[config.mk]
export PLATFORM = sky130hd
export DESIGN_NAME = ro_multi_channel_memory_map_flat
export DESIGN_NICKNAME = d
export VERILOG_FILES = /design/src/rtl/ro_multi_channel_memory_map_if.sv /design/src/rtl/ro_multi_channel_memory_map.sv /design/src/flat_wrapper.sv
export SDC_FILE = /design/constraint.sdc
export NUM_CORES = 2
export LEC_CHECK = 0
export ABC_AREA = 1
export CAP_MARGIN = 20
export CORE_AREA = 2 2 371 373
export CTS_CLUSTER_DIAMETER = 150
export DETAILED_ROUTE_END_ITERATION = 10
export DIE_AREA = 0 0 373 375
export DONT_BUFFER_PORTS = 1
export PLACE_DENSITY = 0.44
export RECOVER_POWER = 50
export SYNTH_ARGS = -nofsm -noshare
export SYNTH_HDL_FRONTEND = slang
export SYNTH_SLANG_ARGS = --single-unit
[constraint.sdc]
create_clock -name clk -period 1.8 [get_ports clk]
set_input_delay 0.18 -clock clk [delete_from_list [all_inputs] [get_ports clk]]
set_output_delay 0.18 -clock clk [all_outputs]
set_load 0.01 [all_outputs]
[src/rtl/ro_multi_channel_memory_map_if.sv]
// ro_multi_channel_memory_map_if: host MMIO bus; the user modport is the register-file side.
interface mmio_if;
  logic        wr_en;
  logic [15:0] wr_addr;
  logic [63:0] wr_data;
  logic        rd_en;
  logic [15:0] rd_addr;
  logic [63:0] rd_data;
  modport user (input wr_en, wr_addr, wr_data, rd_en, rd_addr, output rd_data);
  modport host (output wr_en, wr_addr, wr_data, rd_en, rd_addr, input rd_data);
endinterface

[src/rtl/ro_multi_channel_memory_map.sv]
// ro_multi_channel_memory_map: MMIO register file driving NUM_CH ring-oscillator sampler channels.
// Ports: clk/rst (sync, active-high); mmio (host register bus, 1-cycle read latency);
// rd_addr/wr_addr/num_samples/collect_cycles (per-channel config, channel c at [c*W +: W]);
// go (one-cycle start pulse), busy (channel running), done_in (one-cycle completion pulse).
module ro_multi_channel_memory_map #(
  parameter int          NUM_CH     = 4,
  parameter int          ADDR_WIDTH = 64,
  parameter int          SIZE_WIDTH = 32,
  parameter logic [15:0] BASE_ADDR  = 16'h0050,
  parameter logic [15:0] CH_STRIDE  = 16'h0010,
  parameter logic [63:0] VERSION    = 64'h0000_0002_0000_0000
) (
  input  logic                         clk,
  input  logic                         rst,
  mmio_if.user                         mmio,
  output logic [NUM_CH*ADDR_WIDTH-1:0] rd_addr,
  output logic [NUM_CH*ADDR_WIDTH-1:0] wr_addr,
  output logic [NUM_CH*SIZE_WIDTH-1:0] num_samples,
  output logic [NUM_CH*SIZE_WIDTH-1:0] collect_cycles,
  output logic [NUM_CH-1:0]            go,
  output logic [NUM_CH-1:0]            busy,
  input  logic [NUM_CH-1:0]            done_in
);
  localparam logic [15:0] A_GO   = BASE_ADDR;
  localparam logic [15:0] A_DONE = BASE_ADDR + 16'd2;
  localparam logic [15:0] A_BUSY = BASE_ADDR + 16'd4;
  localparam logic [15:0] A_ERR  = BASE_ADDR + 16'd6;
  localparam logic [15:0] A_ID   = BASE_ADDR + 16'd8;
  // Banks start past the global block and each needs 8 words; the last must not wrap the 16-bit space.
  if (NUM_CH < 1 || NUM_CH > 16 || CH_STRIDE < 16'd8 ||
      32'(BASE_ADDR) + 32'h10 + NUM_CH * 32'(CH_STRIDE) > 32'h10000) begin : g_bad_map
    $error("ro_multi_channel_memory_map: channel banks overlap or exceed the address space");
  end
  function automatic logic [15:0] cb(input int c, input int k);
    return 16'(32'(BASE_ADDR) + 32'h10 + c * 32'(CH_STRIDE) + k);
  endfunction
  logic [NUM_CH-1:0][ADDR_WIDTH-1:0] r_rd_addr, r_wr_addr;
  logic [NUM_CH-1:0][SIZE_WIDTH-1:0] r_num, r_cyc;
  logic [NUM_CH-1:0] r_go, r_busy, r_done, r_err;
  logic [63:0] r_rd_data, w_rd_val;
  logic [NUM_CH-1:0] w_go_req, w_done_clr, w_err_clr, w_start, w_bad, w_fin;
  assign w_go_req   = (mmio.wr_en && mmio.wr_addr == A_GO)   ? mmio.wr_data[NUM_CH-1:0] : '0;
  assign w_done_clr = (mmio.wr_en && mmio.wr_addr == A_DONE) ? mmio.wr_data[NUM_CH-1:0] : '0;
  assign w_err_clr  = (mmio.wr_en && mmio.wr_addr == A_ERR)  ? mmio.wr_data[NUM_CH-1:0] : '0;
  assign w_start = w_go_req & ~r_busy;
  assign w_bad   = w_go_req & r_busy;
  assign w_fin   = done_in & r_busy;
  always_comb begin
    w_rd_val = mmio.rd_addr == A_DONE ? 64'(r_done) :
               mmio.rd_addr == A_BUSY ? 64'(r_busy) :
               mmio.rd_addr == A_ERR  ? 64'(r_err)  :
               mmio.rd_addr == A_ID   ? VERSION     : 64'h0;
    for (int c = 0; c < NUM_CH; c++) begin
      if (mmio.rd_addr == cb(c, 0)) w_rd_val = 64'(r_rd_addr[c]);
      if (mmio.rd_addr == cb(c, 2)) w_rd_val = 64'(r_wr_addr[c]);
      if (mmio.rd_addr == cb(c, 4)) w_rd_val = 64'(r_num[c]);
      if (mmio.rd_addr == cb(c, 6)) w_rd_val = 64'(r_cyc[c]);
    end
  end
  always_ff @(posedge clk) begin
    if (rst) begin
      r_rd_addr <= '0;
      r_wr_addr <= '0;
      r_num     <= '0;
      r_cyc     <= '0;
      r_go      <= '0;
      r_busy    <= '0;
      r_done    <= '0;
      r_err     <= '0;
      r_rd_data <= '0;
    end else begin
      r_go   <= w_start;
      r_busy <= (r_busy & ~w_fin) | w_start;
      // Set events override a same-cycle write-1-to-clear.
      r_done <= (r_done & ~w_done_clr & ~w_start) | w_fin;
      r_err  <= (r_err & ~w_err_clr) | w_bad;
      if (mmio.rd_en) r_rd_data <= w_rd_val;
      for (int c = 0; c < NUM_CH; c++) begin
        if (mmio.wr_en && !r_busy[c]) begin
          if (mmio.wr_addr == cb(c, 0)) r_rd_addr[c] <= mmio.wr_data[ADDR_WIDTH-1:0];
          if (mmio.wr_addr == cb(c, 2)) r_wr_addr[c] <= mmio.wr_data[ADDR_WIDTH-1:0];
          if (mmio.wr_addr == cb(c, 4)) r_num[c]     <= mmio.wr_data[SIZE_WIDTH-1:0];
          if (mmio.wr_addr == cb(c, 6)) r_cyc[c]     <= mmio.wr_data[SIZE_WIDTH-1:0];
        end
      end
    end
  end
  assign mmio.rd_data   = r_rd_data;
  assign rd_addr        = r_rd_addr;
  assign wr_addr        = r_wr_addr;
  assign num_samples    = r_num;
  assign collect_cycles = r_cyc;
  assign go             = r_go;
  assign busy           = r_busy;
endmodule

[src/flat_wrapper.sv]
// flat-port wrapper written by rule: the top's interface ports become plain ports
module ro_multi_channel_memory_map_flat 
#(
  parameter int          NUM_CH     = 4,
  parameter int          ADDR_WIDTH = 64,
  parameter int          SIZE_WIDTH = 32,
  parameter logic [15:0] BASE_ADDR  = 16'h0050,
  parameter logic [15:0] CH_STRIDE  = 16'h0010,
  parameter logic [63:0] VERSION    = 64'h0000_0002_0000_0000
)
  (clk, rst, rd_addr, wr_addr, num_samples, collect_cycles, go, busy, done_in, mmio_wr_en, mmio_wr_addr, mmio_wr_data, mmio_rd_en, mmio_rd_addr, mmio_rd_data);
  mmio_if mmio_i ();
  input  logic clk;
  input  logic rst;
  output logic [NUM_CH*ADDR_WIDTH-1:0] rd_addr;
  output logic [NUM_CH*ADDR_WIDTH-1:0] wr_addr;
  output logic [NUM_CH*SIZE_WIDTH-1:0] num_samples;
  output logic [NUM_CH*SIZE_WIDTH-1:0] collect_cycles;
  output logic [NUM_CH-1:0] go;
  output logic [NUM_CH-1:0] busy;
  input  logic [NUM_CH-1:0] done_in;
  input wire logic [$bits(mmio_i.wr_en)-1:0] mmio_wr_en;
  input wire logic [$bits(mmio_i.wr_addr)-1:0] mmio_wr_addr;
  input wire logic [$bits(mmio_i.wr_data)-1:0] mmio_wr_data;
  input wire logic [$bits(mmio_i.rd_en)-1:0] mmio_rd_en;
  input wire logic [$bits(mmio_i.rd_addr)-1:0] mmio_rd_addr;
  output wire logic [$bits(mmio_i.rd_data)-1:0] mmio_rd_data;
  assign mmio_i.wr_en = mmio_wr_en;
  assign mmio_i.wr_addr = mmio_wr_addr;
  assign mmio_i.wr_data = mmio_wr_data;
  assign mmio_i.rd_en = mmio_rd_en;
  assign mmio_i.rd_addr = mmio_rd_addr;
  assign mmio_rd_data = mmio_i.rd_data;
  ro_multi_channel_memory_map #(.NUM_CH(NUM_CH), .ADDR_WIDTH(ADDR_WIDTH), .SIZE_WIDTH(SIZE_WIDTH), .BASE_ADDR(BASE_ADDR), .CH_STRIDE(CH_STRIDE), .VERSION(VERSION)) u_core (.clk(clk), .rst(rst), .mmio(mmio_i), .rd_addr(rd_addr), .wr_addr(wr_addr), .num_samples(num_samples), .collect_cycles(collect_cycles), .go(go), .busy(busy), .done_in(done_in));
endmodule
; Yosys cells after proc, flatten, opt, wreduce, memory -nomap -nowiden
; Cells that the tools add are included.
[word_totals]
elab_cells = 125
register_bits = 848
out_inout_bits = 840
input_bits = 104
[op_classes]
eq_ne = 39
n_bitwise = 15
mux = 23
reduce_logical = 27
[ops]
columns = operator, n
row1 = $mux W64, 19
row2 = $eq A16 B7 Y1 const B, 23
row3 = $eq A16 B8 Y1 const B, 16
row4 = $mux W34, 1
row5 = $reduce_and A2 Y1, 16
row6 = $and A4 B4 Y4, 7
row7 = $not A4 Y4, 5
row8 = $mux W4, 3
row9 = $or A4 B4 Y4, 3
row10 = $logic_and A1 B1 Y1, 7
row11 = $logic_not A1 Y1, 4

; Depth between registers and ports, before layout
[logic_depth]
word_depth = 21
ltp_mapped = 17
mapped_depth_nobuf = 17

; Worst setup path before layout
; OpenSTA, ideal clock, no wires.
[synth_timing]
path_kind = input to register
startpoint = in mmio_wr_addr[9]
endpoint = reg u_core.r_wr_addr, in the netlist u_core.wr_addr[52]
setup_ps = 128
required_time_ps = 1672
stages = 10
arrival_ps = 1630
path_buffers = 3
setup_slack_ps = 42
cell_sequence = nor4_1 and2_1 buf_4 nand2_2 nor2_4 inv_2 clkbuf_1 buf_1 o21ai_0 a21oi_1
[synth_between]
elab_chain_len = 2
[synth_lines]
columns = element, line_no
row1 = "start, declared", flat_wrapper.sv:23  ; input wire logic [$bits(mmio_i.wr_addr)-1:0] mmio_wr_addr;
row2 = $eq A16 B7 Y1, ro_multi_channel_memory_map.sv:81  ; if (mmio.wr_addr == cb(c, 2)) r_wr_addr[c] <= mmio.wr_data[ADDR_WIDTH-1:0];
row3 = $reduce_and A2 Y1 (no line), --
row4 = "end signal, assigned by index", ro_multi_channel_memory_map.sv:81
row5 = "end, declared", ro_multi_channel_memory_map.sv:37  ; logic [NUM_CH-1:0][ADDR_WIDTH-1:0] r_rd_addr, r_wr_addr;
; No other way between the ends.
; A chain may end at the register's enable or synchronous reset.

; Final worst setup path
[layout_timing]
startpoint = reg u_core.r_busy[3] (netlist: u_core.busy[3])
endpoint = reg u_core.r_rd_addr, in the netlist u_core.rd_addr[213]
[layout_between]
elab_chain_len = 3
[layout_lines]
columns = element, line_no
row1 = "start, declared", ro_multi_channel_memory_map.sv:39  ; logic [NUM_CH-1:0] r_go, r_busy, r_done, r_err;
row2 = "start signal, assigned", ro_multi_channel_memory_map.sv:73  ; r_busy <= (r_busy & ~w_fin) | w_start;
row3 = $logic_not A1 Y1, ro_multi_channel_memory_map.sv:79  ; if (mmio.wr_en && !r_busy[c]) begin
row4 = $logic_and A1 B1 Y1, ro_multi_channel_memory_map.sv:79
row5 = $reduce_and A2 Y1 (no line), --
row6 = "end signal, assigned by index", ro_multi_channel_memory_map.sv:80  ; if (mmio.wr_addr == cb(c, 0)) r_rd_addr[c] <= mmio.wr_data[ADDR_WIDTH-1:0];
row7 = "end, declared", ro_multi_channel_memory_map.sv:37
; No other way between the ends.

==> impl_summary.md <==
Critical path
Traced cell by cell, the critical path runs through nor2_1, nand3_1, nand3b_1, buf_12, o21ai_0, a21oi_1. In this design, the stage delay of the slowest critical-path cell is 0.34 ns. The kind of cell with the highest combined delay along the critical path is simple AND/OR/NAND/NOR gates. Among all stages on the critical path, the largest delay is contributed by sky130_fd_sc_hd__dfxtp_2. STA puts the critical path data arrival time at 2.46 ns. The nature of the critical path startpoint is a register. The worst setup path is captured at a register. The buffering stage count on the worst path with inverters included is 1. The start-to-end type of the worst setup path is reg -> reg. At the worst endpoint, the required time is 2.36 ns. The biggest fanout along the worst timing path is 86.

Drt
The via count is 34580. In this run, the number of DRC markers left after iteration 0 of detailed routing was 2258. The count of nets left with antenna violations once routing finished came out at 0. The first-pass detailed-route iteration total is 7. After detailed routing, the total wire length is 189300 um. The wire length per cell is 27.38 um. The number of remaining DRC errors is 0. The average via count per standard cell is 5.002.

Global routing
The fraction of met3 tracks used by global routing is 9.204%. The initial antenna violation count is 7. The layer carrying the most global-route usage is met2. The global-route track usage on met2 is 42.94%. The pin count of the biggest net entering global routing is 109. The first global-routing pass estimated 259000 um of wire. The number of global-route vias before repair is 32620. The total congestion overflow is 0. The fraction of met1 tracks used by global routing is 29.59%. Global routing used 25.42% of the available tracks.

Finish
The layout overhead on the synthesized area is 26.66%. The commonest non-fill, non-tap cell in the layout is sky130_fd_sc_hd__a21oi_1. The post-route netlist has 11.71% of its cells at a drive strength greater than 1.

The final-stage net count is 5142. The non-filler instance count after layout is 6914. The top cell types in the final layout, fill and taps aside, are 899 x sky130_fd_sc_hd__a21oi_1, 838 x sky130_fd_sc_hd__dfxtp_1, 745 x sky130_fd_sc_hd__inv_1. The finished cells cover 0.04464 mm^2. At the end of the flow the core is filled with cells to 32.75%.

Yosys
In this run, distinct cell masters in the synthesized netlist total 39. The mapped netlist covers 0.03525 mm^2. The number of enable flip-flop cells after synthesis is 0. Summing the sequential cell areas from Yosys gives 48.16% of the chip area. Counting flops with an async set or reset pin after synthesis yields a share of 0%. The number of register bits inferred by synthesis is 848. Synthesis handed over a netlist of 4807 instances. Yosys attributes the largest share of cell area to sky130_fd_sc_hd__dfxtp_1 48%, sky130_fd_sc_hd__a21oi_1 13%, sky130_fd_sc_hd__o21ai_0 9.1%. The Yosys step of the flow raised 0 warnings. Summed over its instances, the top area cell type makes up 48.16% of the synthesized netlist area. The mean instance size in the synthesized netlist is 7.332 um^2. The library cell occupying the most area in the post-synthesis netlist is sky130_fd_sc_hd__dfxtp_1. Synthesis produced a netlist with a net count of 4911.

The main flop type after synthesis is sky130_fd_sc_hd__dfxtp_1.

Timing
The final hold violation count was 99. The setup TNS is -0.6145 ns. Across all hold checks on the routed design, the worst slack comes to -0.4671 ns. Setup repair after global routing could not meet its margin everywhere. Setup violations remaining at the end of the flow were counted as 25. The clock period minus final worst setup slack is 1.896 ns. The final worst-path setup slack is -0.09554 ns. At the pin with the least slew margin, the transition time is 1.082 ns. The highest achievable clock rate is 0.5276 GHz. After layout, the worst path uses 105.3% of the clock period. The max-slew violation count is 0. On the final layout, the worst clock skew is 0.02605 ns. The normalized max-slew margin is 27.64%.

CTS
The clock latency reported for the late side of the worst-skew pair is 0.73 ns. The number of clock buffers added by TritonCTS is 99. The number of clock sinks seen by CTS is 848.

The H-tree generated during clock tree synthesis spans 3 levels. No sink is reached through more buffers than the 3 on the longest clock path. TritonCTS built the clock tree.

After clock tree synthesis, the clock-pin slew on the worst setup and hold paths is 0.06 ns. The cell sitting at the root of the clock tree is a sky130_fd_sc_hd__clkbuf_16.

Floorplanning
In this run the core area contains 136 standard-cell rows. The area of the core region is 0.1363 mm^2. The die is 373 um wide.

The height of the die is 375 um. The number of top-level pins is 944. The die area is 0.1399 mm^2.

The initial core utilization is 25.86%.

Placed design
The estimated wirelength of the detail-placed design is 131400 um. Summing all placed instances gives a cell area of 0.04026 mm^2. The congestion estimate from routability-driven global placement came to 0.8811. The number of buffers inserted by port buffering is 0. In this run, placement finished with an instance count of 6623. The worst setup timing slack at the placement stage is -0.6381 ns.

Pwr
IR analysis of the VDD net gives a maximum drop of 0.7579 mV. For this design the ratio of total power to cell area is 911.2 mW/mm^2. The static leakage is 15.06 nW.

Status
The flow ran to the end, but the final reports show violations. The checks that failed: negative hold slack, negative setup slack.

Flow run
The number of max-cap violations is 0.

Worst hold path
In this run the worst hold path is classified as in -> reg.
==> routing by layer <==
metal,part of all wire (%),wire (um)
met1,39,74480
met2,47,88840
met3,9.6,18220
met4,4.1,7754
met5,0,0
==> cells by family (layout without fill, tap and decap cells) <==
| logic type | count (synthesis) | after routing | synth area share (%) |
|---|---|---|---|
| compound gates | 1814 | 1814 | 26.76 |
| buf+inv | 1149 | 1456 | 12.44 |
| flops | 848 | 848 | 48.16 |
| other cells | 0 | 6 | 0 |
| simple gates | 996 | 996 | 12.63 |
==> sequential cells by signal, indices dropped and copies added, names as in the netlist <==
register and count:
u_core.mmio.rd_data 64, u_core.num_samples 128, u_core.r_done 4, u_core.go 4
u_core.busy 4, u_core.r_err 4, u_core.wr_addr 256, u_core.collect_cycles 128
u_core.rd_addr 256
==> report_power, final <==
group	switching, mW	total (mW)	internal [mW]
sequential	0.00362	18.8	18.8
combinational	0.987	1.45	0.464
clock	8.81	20.5	11.6
total	9.80	40.7	30.9
==> layout make-up <==
class | instances | area (um^2)
inverter | 773 | 2934
tap | 1794 | 2245
timing repair buffer | 506 | 5016
multi-input combinational | 2810 | 14220
antenna | 6 | 15.01
clock inverter | 28 | 310.3
fill | 14670 | 91660
sequential | 848 | 16990
clock buffer | 149 | 2918
==> synthesized netlist by cell type (2+ instances only) <==
library cell,number
sky130_fd_sc_hd__a21oi_1,902
sky130_fd_sc_hd__dfxtp_1,848
sky130_fd_sc_hd__inv_1,752
sky130_fd_sc_hd__o21ai_0,640
sky130_fd_sc_hd__nand2_1,493
sky130_fd_sc_hd__clkbuf_1,317
sky130_fd_sc_hd__nor2_1,223
sky130_fd_sc_hd__o21ai_1,136
sky130_fd_sc_hd__nand4_1,99
sky130_fd_sc_hd__nand3_1,91
sky130_fd_sc_hd__buf_2,40
sky130_fd_sc_hd__nor3_1,38
sky130_fd_sc_hd__o21a_1,36
sky130_fd_sc_hd__o2111ai_1,33
sky130_fd_sc_hd__o22ai_1,32
sky130_fd_sc_hd__o211ai_1,27
sky130_fd_sc_hd__inv_2,19
sky130_fd_sc_hd__buf_1,15
sky130_fd_sc_hd__nand2_2,8
sky130_fd_sc_hd__nor2_2,8
sky130_fd_sc_hd__nor2_4,7
sky130_fd_sc_hd__nor3_2,6
sky130_fd_sc_hd__nor3_4,6
sky130_fd_sc_hd__nand2_4,4
sky130_fd_sc_hd__nand3b_1,4
sky130_fd_sc_hd__nor4_1,4
sky130_fd_sc_hd__o211a_1,4
sky130_fd_sc_hd__buf_4,2
sky130_fd_sc_hd__buf_6,2
sky130_fd_sc_hd__clkinv_1,2
==> through the flow <==
stage	hold WS (ns)	power [mW]
after global routing	-0.4996	41.96
after CTS	-0.5258	41.03
after floorplan	0.3445	19.90
after global placement	0.2699	20.10
final	-0.4671	40.68
after detailed placement	0.2617	20.11
==> what timing repair did <==
item / CTS / global route
buffers inserted: 5 / 1
gates resized for setup: 24 / 258
setup endpoints to repair: 249 / 406
endpoints found under the hold margin: 848 / 132
hold buffers: 88 / 4
cloned: 3 / 8
pin swaps: 3 / 23
==> final timing paths <==
check,slack [ns],to,cells after the start,from
min reg2reg,0.46,u_core.num_samples[21],2,u_core.num_samples[21]
min,-0.47,u_core.mmio.rd_data[21],1,rst
max reg2reg,-0.1,u_core.rd_addr[213],6,u_core.busy[3]
max,-0.1,u_core.rd_addr[213],6,u_core.busy[3]
(Power assumes the default switching activity.)
